### config.mk
export PLATFORM = sky130hd
export DESIGN_NAME = short_line_sched
export DESIGN_NICKNAME = d
export VERILOG_FILES = /design/src/rtl/g15_pkg.sv /design/src/rtl/short_line_timer.sv /design/src/rtl/short_line_sched.sv
export SDC_FILE = /design/constraint.sdc
export NUM_CORES = 1
export LEC_CHECK = 0
export CORE_MARGIN = 10
export CORE_UTILIZATION = 30
export DETAILED_ROUTE_END_ITERATION = 7
export PLACE_DENSITY = 0.58
export SYNTH_ARGS = -nofsm -noshare
export SYNTH_HDL_FRONTEND = slang
export SYNTH_SLANG_ARGS = --single-unit
### constraint.sdc
create_clock -name CLOCK -period 5.15 [get_ports CLOCK]
set_input_delay 0.515 -clock CLOCK [delete_from_list [all_inputs] [get_ports CLOCK]]
set_output_delay 0.515 -clock CLOCK [all_outputs]
set_load 0.05 [all_outputs]
### src/rtl/g15_pkg.sv
// g15_pkg: shared drum geometry, short-line codes and scheduler states
package g15_pkg;
  localparam int BITS_PER_WORD = 29;
  localparam int SHORT_WORDS = 4;
  localparam logic [1:0] LINE_M20 = 2'd0;
  localparam logic [1:0] LINE_M21 = 2'd1;
  localparam logic [1:0] LINE_M22 = 2'd2;
  localparam logic [1:0] LINE_ILLEGAL = 2'd3;
  typedef enum logic [2:0] {IDLE, ARB, WAIT, XFER, FIN} state_t;
endpackage

### src/rtl/short_line_timer.sv
// short_line_timer: free-running drum position; T bit 0..BITS_PER_WORD-1, W word 0..SHORT_WORDS-1, eow high at the last bit of each word
module short_line_timer #(
  parameter int BITS_PER_WORD = g15_pkg::BITS_PER_WORD,
  parameter int SHORT_WORDS = g15_pkg::SHORT_WORDS,
  localparam int TW = $clog2(BITS_PER_WORD),
  localparam int WW = $clog2(SHORT_WORDS)
) (
  input  logic          CLOCK,
  input  logic          RST,
  output logic [TW-1:0] T,
  output logic [WW-1:0] W,
  output logic          eow
);
  assign eow = T == TW'(BITS_PER_WORD - 1);
  always_ff @(posedge CLOCK or posedge RST)
    if (RST) begin
      T <= '0;
      W <= '0;
    end else begin
      T <= eow ? '0 : T + 1'b1;
      if (eow) W <= W == WW'(SHORT_WORDS - 1) ? '0 : W + 1'b1;
    end
endmodule

### src/rtl/short_line_sched.sv
// short_line_sched: arbitrates two requesters for one word transfer into M20/M21/M22, timed to the drum position; REQ/LINE/WORD in, GNT/ERR/BUSY/DONE handshakes, TR/D5/DU/DV/DW registered transfer strobes, T/W position out
module short_line_sched #(
  parameter int BITS_PER_WORD = g15_pkg::BITS_PER_WORD,
  parameter int SHORT_WORDS = g15_pkg::SHORT_WORDS,
  localparam int TW = $clog2(BITS_PER_WORD),
  localparam int WW = $clog2(SHORT_WORDS)
) (
  input  logic          CLOCK,
  input  logic          RST,
  input  logic [1:0]    REQ,
  input  logic [1:0]    LINE0,
  input  logic [1:0]    LINE1,
  input  logic [WW-1:0] WORD0,
  input  logic [WW-1:0] WORD1,
  output logic [1:0]    GNT,
  output logic          DU,
  output logic          DV,
  output logic          DW,
  output logic          D5,
  output logic          TR,
  output logic          BUSY,
  output logic          DONE,
  output logic          ERR,
  output logic [TW-1:0] T,
  output logic [WW-1:0] W
);
  import g15_pkg::*;
  state_t state, nxt;
  logic eow, any_req, win_one, illegal, arb, take, hit, prio;
  logic [1:0] sel_line, line_q;
  logic [WW-1:0] sel_word, word_q, w_next;
  short_line_timer #(.BITS_PER_WORD(BITS_PER_WORD), .SHORT_WORDS(SHORT_WORDS)) timer (
    .CLOCK(CLOCK),
    .RST(RST),
    .T(T),
    .W(W),
    .eow(eow)
  );
  // prio names the requester that wins the next tie
  always_comb begin
    any_req = |REQ;
    win_one = REQ[1] & (~REQ[0] | prio);
    sel_line = win_one ? LINE1 : LINE0;
    sel_word = win_one ? WORD1 : WORD0;
    illegal = sel_line == LINE_ILLEGAL;
    arb = state == ARB && any_req;
    take = arb && !illegal;
    w_next = W == WW'(SHORT_WORDS - 1) ? '0 : W + 1'b1;
    hit = eow && w_next == word_q;
    GNT = arb ? {win_one, !win_one} : 2'b00;
    ERR = arb && illegal;
    BUSY = state == WAIT || state == XFER || state == FIN || take;
    nxt = state;
    case (state)
      IDLE: nxt = any_req ? ARB : IDLE;
      ARB: nxt = take ? WAIT : IDLE;
      WAIT: nxt = hit ? XFER : WAIT;
      XFER: nxt = eow ? FIN : XFER;
      FIN: nxt = IDLE;
      default: nxt = IDLE;
    endcase
  end
  // strobes are decoded from the next state so they are clean flop outputs
  always_ff @(posedge CLOCK or posedge RST)
    if (RST) begin
      state <= IDLE;
      prio <= 1'b0;
      line_q <= LINE_M20;
      word_q <= '0;
      TR <= 1'b0;
      DU <= 1'b0;
      DV <= 1'b0;
      DW <= 1'b0;
      DONE <= 1'b0;
    end else begin
      state <= nxt;
      if (take) begin
        line_q <= sel_line;
        word_q <= sel_word;
      end
      if (arb && &REQ) prio <= !win_one;
      TR <= nxt == XFER;
      DU <= nxt == XFER && line_q == LINE_M20;
      DV <= nxt == XFER && line_q == LINE_M21;
      DW <= nxt == XFER && line_q == LINE_M22;
      DONE <= nxt == FIN;
    end
  assign D5 = TR;
endmodule

* Word-level counts from Yosys, hierarchy flattened
Index checks and enable logic that the tools add are counted.
** Word-level totals
- Flip-flop bits (word level) :: 20
- Word-level logic and storage cells :: 55
- Input port bits :: 12
- Output and inout port bits :: 17
** Cells by class
- Bitwise operators :: 3
- Multiplexer cells :: 10
- Equality and inequality tests :: 12
- $add $sub $neg :: 2
- Reduce and logical (&&, ||, !) cells :: 17
** Operators with widths (count)
- 3-bit one-hot mux with 4 select lines :: 1
- 2-bit two-way mux :: 5
- 3-bit by 2-bit == test with 1-bit output, second input constant :: 3
- 1-bit logical AND :: 8
- 2-bit == test, second input constant :: 3
- 3-bit == test, second input constant :: 2
- 5-bit by 1-bit adder with 5-bit output, second input constant :: 1
- 5-bit == test, second input constant :: 1
- 5-bit two-way mux :: 1
- 3-bit by 1-bit == test with 1-bit output, second input constant :: 1
- 3-bit zero test :: 1
- 1-bit logical OR :: 3
- 3-bit two-way mux :: 1
- 2-bit by 1-bit adder with 2-bit output, second input constant :: 1
- 2-bit by 1-bit == test with 1-bit output, second input constant :: 1
- 2-bit == test :: 1
- 1-bit zero test :: 2
- 2-bit zero test :: 1
- 1-bit two-way mux :: 2
- 2-bit AND reduction :: 1
- 2-bit OR reduction :: 1
- 1-bit AND :: 1
- 1-bit NOT :: 1
- 1-bit bitwise OR :: 1

* Depth between registers and ports, before layout
- Depth after elaboration :: 11
- Gate-level depth with buffers :: 7
- Gate-level depth less buffers :: 6

* By module
A second synthesis with hierarchy kept.
** Second synthesis, totals
- Cells, all modules :: 104
- Area total of the unflattened synthesis :: 1082.3 sq um
** By module, submodules not included
- short_line_sched :: sequential area each 325.3 sq um, instances 1, area each 711.9 sq um, cells an instance 74
- short_line_timer :: sequential area each 175.2 sq um, instances 1, area each 370.4 sq um, cells an instance 30

* Worst setup path before layout
OpenSTA, ideal clock, no wires.
- Path type :: input-to-output
- From :: input port REQ[0]
- To :: output port BUSY
- Stages on the path :: 5
- Arrival :: 2.155 ns
- Path buffers :: 1
- Required time :: 4.635 ns
- Path slack :: 2.480 ns
- Path through :: nor2b_1 > nand2b_1 > buf_2 > mux2i_1 > o21ai_0
** Between the ends
- Longest elaborated chain between the ends :: 8
- Elaborated cells between the ends (all ways) :: 10
- Classes of those cells :: eq/ne (1); mux (1); bitwise (3); reduce/logical (5)
** RTL lines
- start, declared :: line short_line_sched.sv:10 : input logic [1:0] REQ,
- 1-bit NOT :: line short_line_sched.sv:42 : win_one = REQ[1] & (~REQ[0] | prio);
- 1-bit bitwise OR :: line short_line_sched.sv:42
- 1-bit AND :: line short_line_sched.sv:42
- 2-bit two-way mux :: line short_line_sched.sv:43 : sel_line = win_one ? LINE1 : LINE0;
- 2-bit == test :: line short_line_sched.sv:45 : illegal = sel_line == LINE_ILLEGAL;
- 1-bit zero test :: line short_line_sched.sv:47 : take = arb && !illegal;
- 1-bit logical AND * :: line short_line_sched.sv:47
- 1-bit logical OR * :: line short_line_sched.sv:52 : BUSY = state == WAIT || state == XFER || state == FIN || take;
- end, declared :: line short_line_sched.sv:21 : output logic BUSY,
Every way passes the cells marked *; elsewhere a longest branch is shown, timed or not.

* Final worst setup path
- From :: input port REQ[0]
- To :: output port ERR
** Between the ends
- Longest elaborated chain between the ends :: 6
- Elaborated cells between the ends (all ways) :: 8
- Classes of those cells :: eq/ne (1); mux (1); bitwise (3); reduce/logical (3)
** RTL lines
- 1-bit NOT :: line short_line_sched.sv:42
- 1-bit bitwise OR :: line short_line_sched.sv:42
- 1-bit AND :: line short_line_sched.sv:42
- 2-bit two-way mux :: line short_line_sched.sv:43
- 2-bit == test :: line short_line_sched.sv:45
- 1-bit logical AND * :: line short_line_sched.sv:51 : ERR = arb && illegal;
- end, declared :: line short_line_sched.sv:23 : output logic ERR,
Marked as above.

==> impl_metrics.sql <==
INSERT INTO impl_metrics (metric_group, metric, value, unit) VALUES
('floorplan', 'core_region_area', '3337', 'um^2'),
('placement', 'dp_slack', '1790', 'ps'),
('sta', 'timing.clock.skew', '12.11', 'ps'),
('floorplan', 'rows', '21', ''),
('sta', 'achievable-frequency', '296.3', 'MHz'),
('critical_path', 'r2r_setup_slack', '3210', 'ps'),
('synth', 'mappedNetlistNets', '117', ''),
('global_routing', 'gr-total-overflow', '0', ''),
('floorplan', 'ioPinCount', '29', ''),
('floorplan', 'initial_core_utilization', '0.3086', ''),
('power_and_ir_drop', 'cellLeakagePower', '0.6026', 'nW'),
('sta', 'hold_viol', '0', ''),
('final_layout', 'syn2layout_area_growth', '36.33', '%'),
('critical_path', 'worst_setup_path_start_kind', 'primary input', ''),
('power_and_ir_drop', 'total_power', '585.8', 'uW'),
('clocking', 'cts-htree-levels', '1', ''),
('final_layout', 'num-nets-final', '147', ''),
('synth', 'synthesis.instances', '102', ''),
('final_layout', 'diodes', '0', ''),
('critical_path', 'timing.critical_path.cells', 'clkdlybuf4s50_1 -> nor2b_1 -> nand2b_1 -> mux2i_1 -> and2_1 -> clkdlybuf4s50_1', ''),
('sta', 'slew_headroom', '0.5129', ''),
('placement', 'postPlaceCellArea', '1351', 'um^2'),
('power_and_ir_drop', 'ir_drop', '172.6', 'uV'),
('power_and_ir_drop', 'switching_power', '221.3', 'uW'),
('power_and_ir_drop', 'p_comb_frac', '0.393', ''),
('critical_path', 'worstPathBufferInverterCount', '2', ''),
('routing', 'drt_total_wl', '2277', 'um'),
('clocking', 'ctsLongestPathBuffers', '2', ''),
('global_routing', 'number_of_global_route_vias_before_repair', '833', ''),
('sta', 'post-route-worst-setup-slack', '1775', 'ps'),
('critical_path', 'critical_setup_path_kind', 'in2out', ''),
('synth', 'ys_seq_elements', '20', ''),
('critical_path', 'crit_required', '4640', 'ps'),
('synth', 'yosys_most_used_dff', 'sky130_fd_sc_hd__dfrtp_1', ''),
('placement', 'dpl.hpwl', '1819', 'um'),
('sta', 'setup-violations-final', '0', ''),
('routing', 'detail_route.first_pass.iterations', '4', ''),
('critical_path', 'cp_common_cell', 'sky130_fd_sc_hd__clkdlybuf4s50_1', ''),
('power_and_ir_drop', 'power.share.sequential', '0.389', ''),
('critical_path', 'critical-path-max-stage-delay', '790', 'ps'),
('routing', 'detail_route.iter0.violations', '23', ''),
('final_layout', 'layout.cells.non_filler', '177', ''),
('clocking', 'cts.reportedPaths.clkPinSlew', '100', 'ps'),
('routing', 'drtAntennaViolNets', '0', ''),
('sta', 'rsz0062_at_grt', 'no', ''),
('job', 'cap_viol_max_count', '0', ''),
('global_routing', 'grt_util_all_layers', '0.07838', ''),
('critical_path', 'crit_arrival', '2860', 'ps'),
('clocking', 'number_of_resized_instances_in_the_post_cts_repair_step', '0', ''),
('global_routing', 'grt_antenna_before_repair', '0', ''),
('synth', 'synth.yosys.seq_area_share', '0.4860', ''),
('routing', 'wl_per_cell', '12.86', 'um'),
('final_layout', 'drive_above_1_share', '0.09160', ''),
('placement', 'weighted_congestion_reported_at_the_end_of_routability_driven_placement', '0.7512', ''),
('clocking', 'cts-hold-fix-buffers', '0', ''),
('power_and_ir_drop', 'power.internal', '364.5', 'uW'),
('worst_hold_path', 'holdCritPathClass', 'reg2reg', ''),
('clocking', 'cts_tree', 'done', ''),
('power_and_ir_drop', 'power.density_cell_area', '417.3', 'nW/um^2'),
('clocking', 'worstSkewPairLatency', '310', 'ps'),
('sta', 'report.final.slew_viol_count', '0', ''),
('critical_path', 'worst_setup_path_end_kind', 'output port', ''),
('synth', 'post-synth-top-area-cell', 'sky130_fd_sc_hd__dfrtp_1', ''),
('synth', 'synth.avg_cell_area', '10.10', 'um^2'),
('status', 'status', 'finished clean', ''),
('synth', 'synthesis.yosys.warnings', '0', ''),
('floorplan', 'dieArea', '6176', 'um^2'),
('synth', 'synth-edff-count', '0', ''),
('critical_path', 'crit_path_top_delay_cell', 'sky130_fd_sc_hd__clkdlybuf4s50_1', ''),
('synth', 'async_flop_share', '1.000', ''),
('routing', 'drcViolationCount', '0', '');
[synth_stat cells, types with 2 or more instances]
cell                       count
sky130_fd_sc_hd__nand3_1       3
sky130_fd_sc_hd__nor3_1        3
sky130_fd_sc_hd__nand2_1       8
sky130_fd_sc_hd__and2_1        2
sky130_fd_sc_hd__o221a_2       2
sky130_fd_sc_hd__o211ai_1      3
sky130_fd_sc_hd__o211a_1       2
sky130_fd_sc_hd__o21ai_0       7
sky130_fd_sc_hd__and3_1        2
sky130_fd_sc_hd__xnor2_1       2
sky130_fd_sc_hd__inv_1         8
sky130_fd_sc_hd__xor2_1        2
sky130_fd_sc_hd__ha_1          3
sky130_fd_sc_hd__nor2_1        8
sky130_fd_sc_hd__a21oi_1       7
sky130_fd_sc_hd__nand4b_1      2
sky130_fd_sc_hd__dfrtp_1      20
[cell families after synthesis]
logic type,after synthesis,share of synthesized area
and+or+nand+nor,36,0.1944
AOI/OAI and AO/OA,27,0.1944
DFF,20,0.4860
buffers and inverters,11,0.04495
xor gates and xnor gates,4,0.03403
adders and majority gates,3,0.03646
muxes,1,0.009721
[worst paths after layout]
path                            start  depth (start not counted)         end
max                            REQ[0]                          6         ERR
min                              prio                          1        prio
max reg2reg                timer.W[0]                          5          DV
min reg2reg                      prio                          1        prio
max in group asynchronous         RST                          2    state[1]
min in group asynchronous         RST                          2  timer.T[1]
[registers in the layout, indices dropped and copies added, names as in the netlist]
| name | cells |
|---|---|
| DONE | 1 |
| timer.W | 2 |
| DU | 1 |
| line_q | 2 |
| timer.T | 5 |
| state | 3 |
| DV | 1 |
| D5 | 1 |
| prio | 1 |
| word_q | 2 |
| DW | 1 |
[power by group through the flow]
stage / Clock, mW / Sequential [mW] / Combinational, mW
floorplan: 0 / 0.261 / 0.134
global placement: 0 / 0.230 / 0.231
detailed placement: 0 / 0.232 / 0.231
CTS: 0.133 / 0.228 / 0.232
global route: 0.140 / 0.235 / 0.247
finish: 0.128 / 0.228 / 0.230
[layout make-up]
type / count / area, um^2
Fill cell: 343 / 1933
Sequential cell: 20 / 500.5
Multi-Input combinational cell: 71 / 483.0
Timing Repair Buffer: 28 / 280.3
Tap cell: 46 / 57.56
Clock inverter: 1 / 30.03
Inverter: 8 / 30.03
Clock buffer: 3 / 22.52
[layout by cell type (no fill, tap or decap), types with 2 or more instances in the layout]
cell type and instances:
sky130_fd_sc_hd__a21oi_1 7, sky130_fd_sc_hd__o211ai_1 3, sky130_fd_sc_hd__nor3_1 3, sky130_fd_sc_hd__clkdlybuf4s50_1 28
sky130_fd_sc_hd__xor2_1 2, sky130_fd_sc_hd__o211a_1 2, sky130_fd_sc_hd__clkbuf_4 3, sky130_fd_sc_hd__nand3_1 3
sky130_fd_sc_hd__o221a_2 2, sky130_fd_sc_hd__ha_1 3, sky130_fd_sc_hd__nand4b_1 2, sky130_fd_sc_hd__nand2_1 8
sky130_fd_sc_hd__and2_1 2, sky130_fd_sc_hd__xnor2_1 2, sky130_fd_sc_hd__and3_1 2, sky130_fd_sc_hd__dfrtp_1 20
sky130_fd_sc_hd__inv_1 8, sky130_fd_sc_hd__nor2_1 8, sky130_fd_sc_hd__o21ai_0 7
[per-layer routing]
layer  vias to the layer above  track usage  wire length [um]
li1                        417            -                 -
met1                       395      0.08383               918
met2                        15       0.1349              1177
met3                         5      0.03759               158
met4                         0      0.02151                23
met5                         -            0                 0
(Power assumes the default switching activity.)
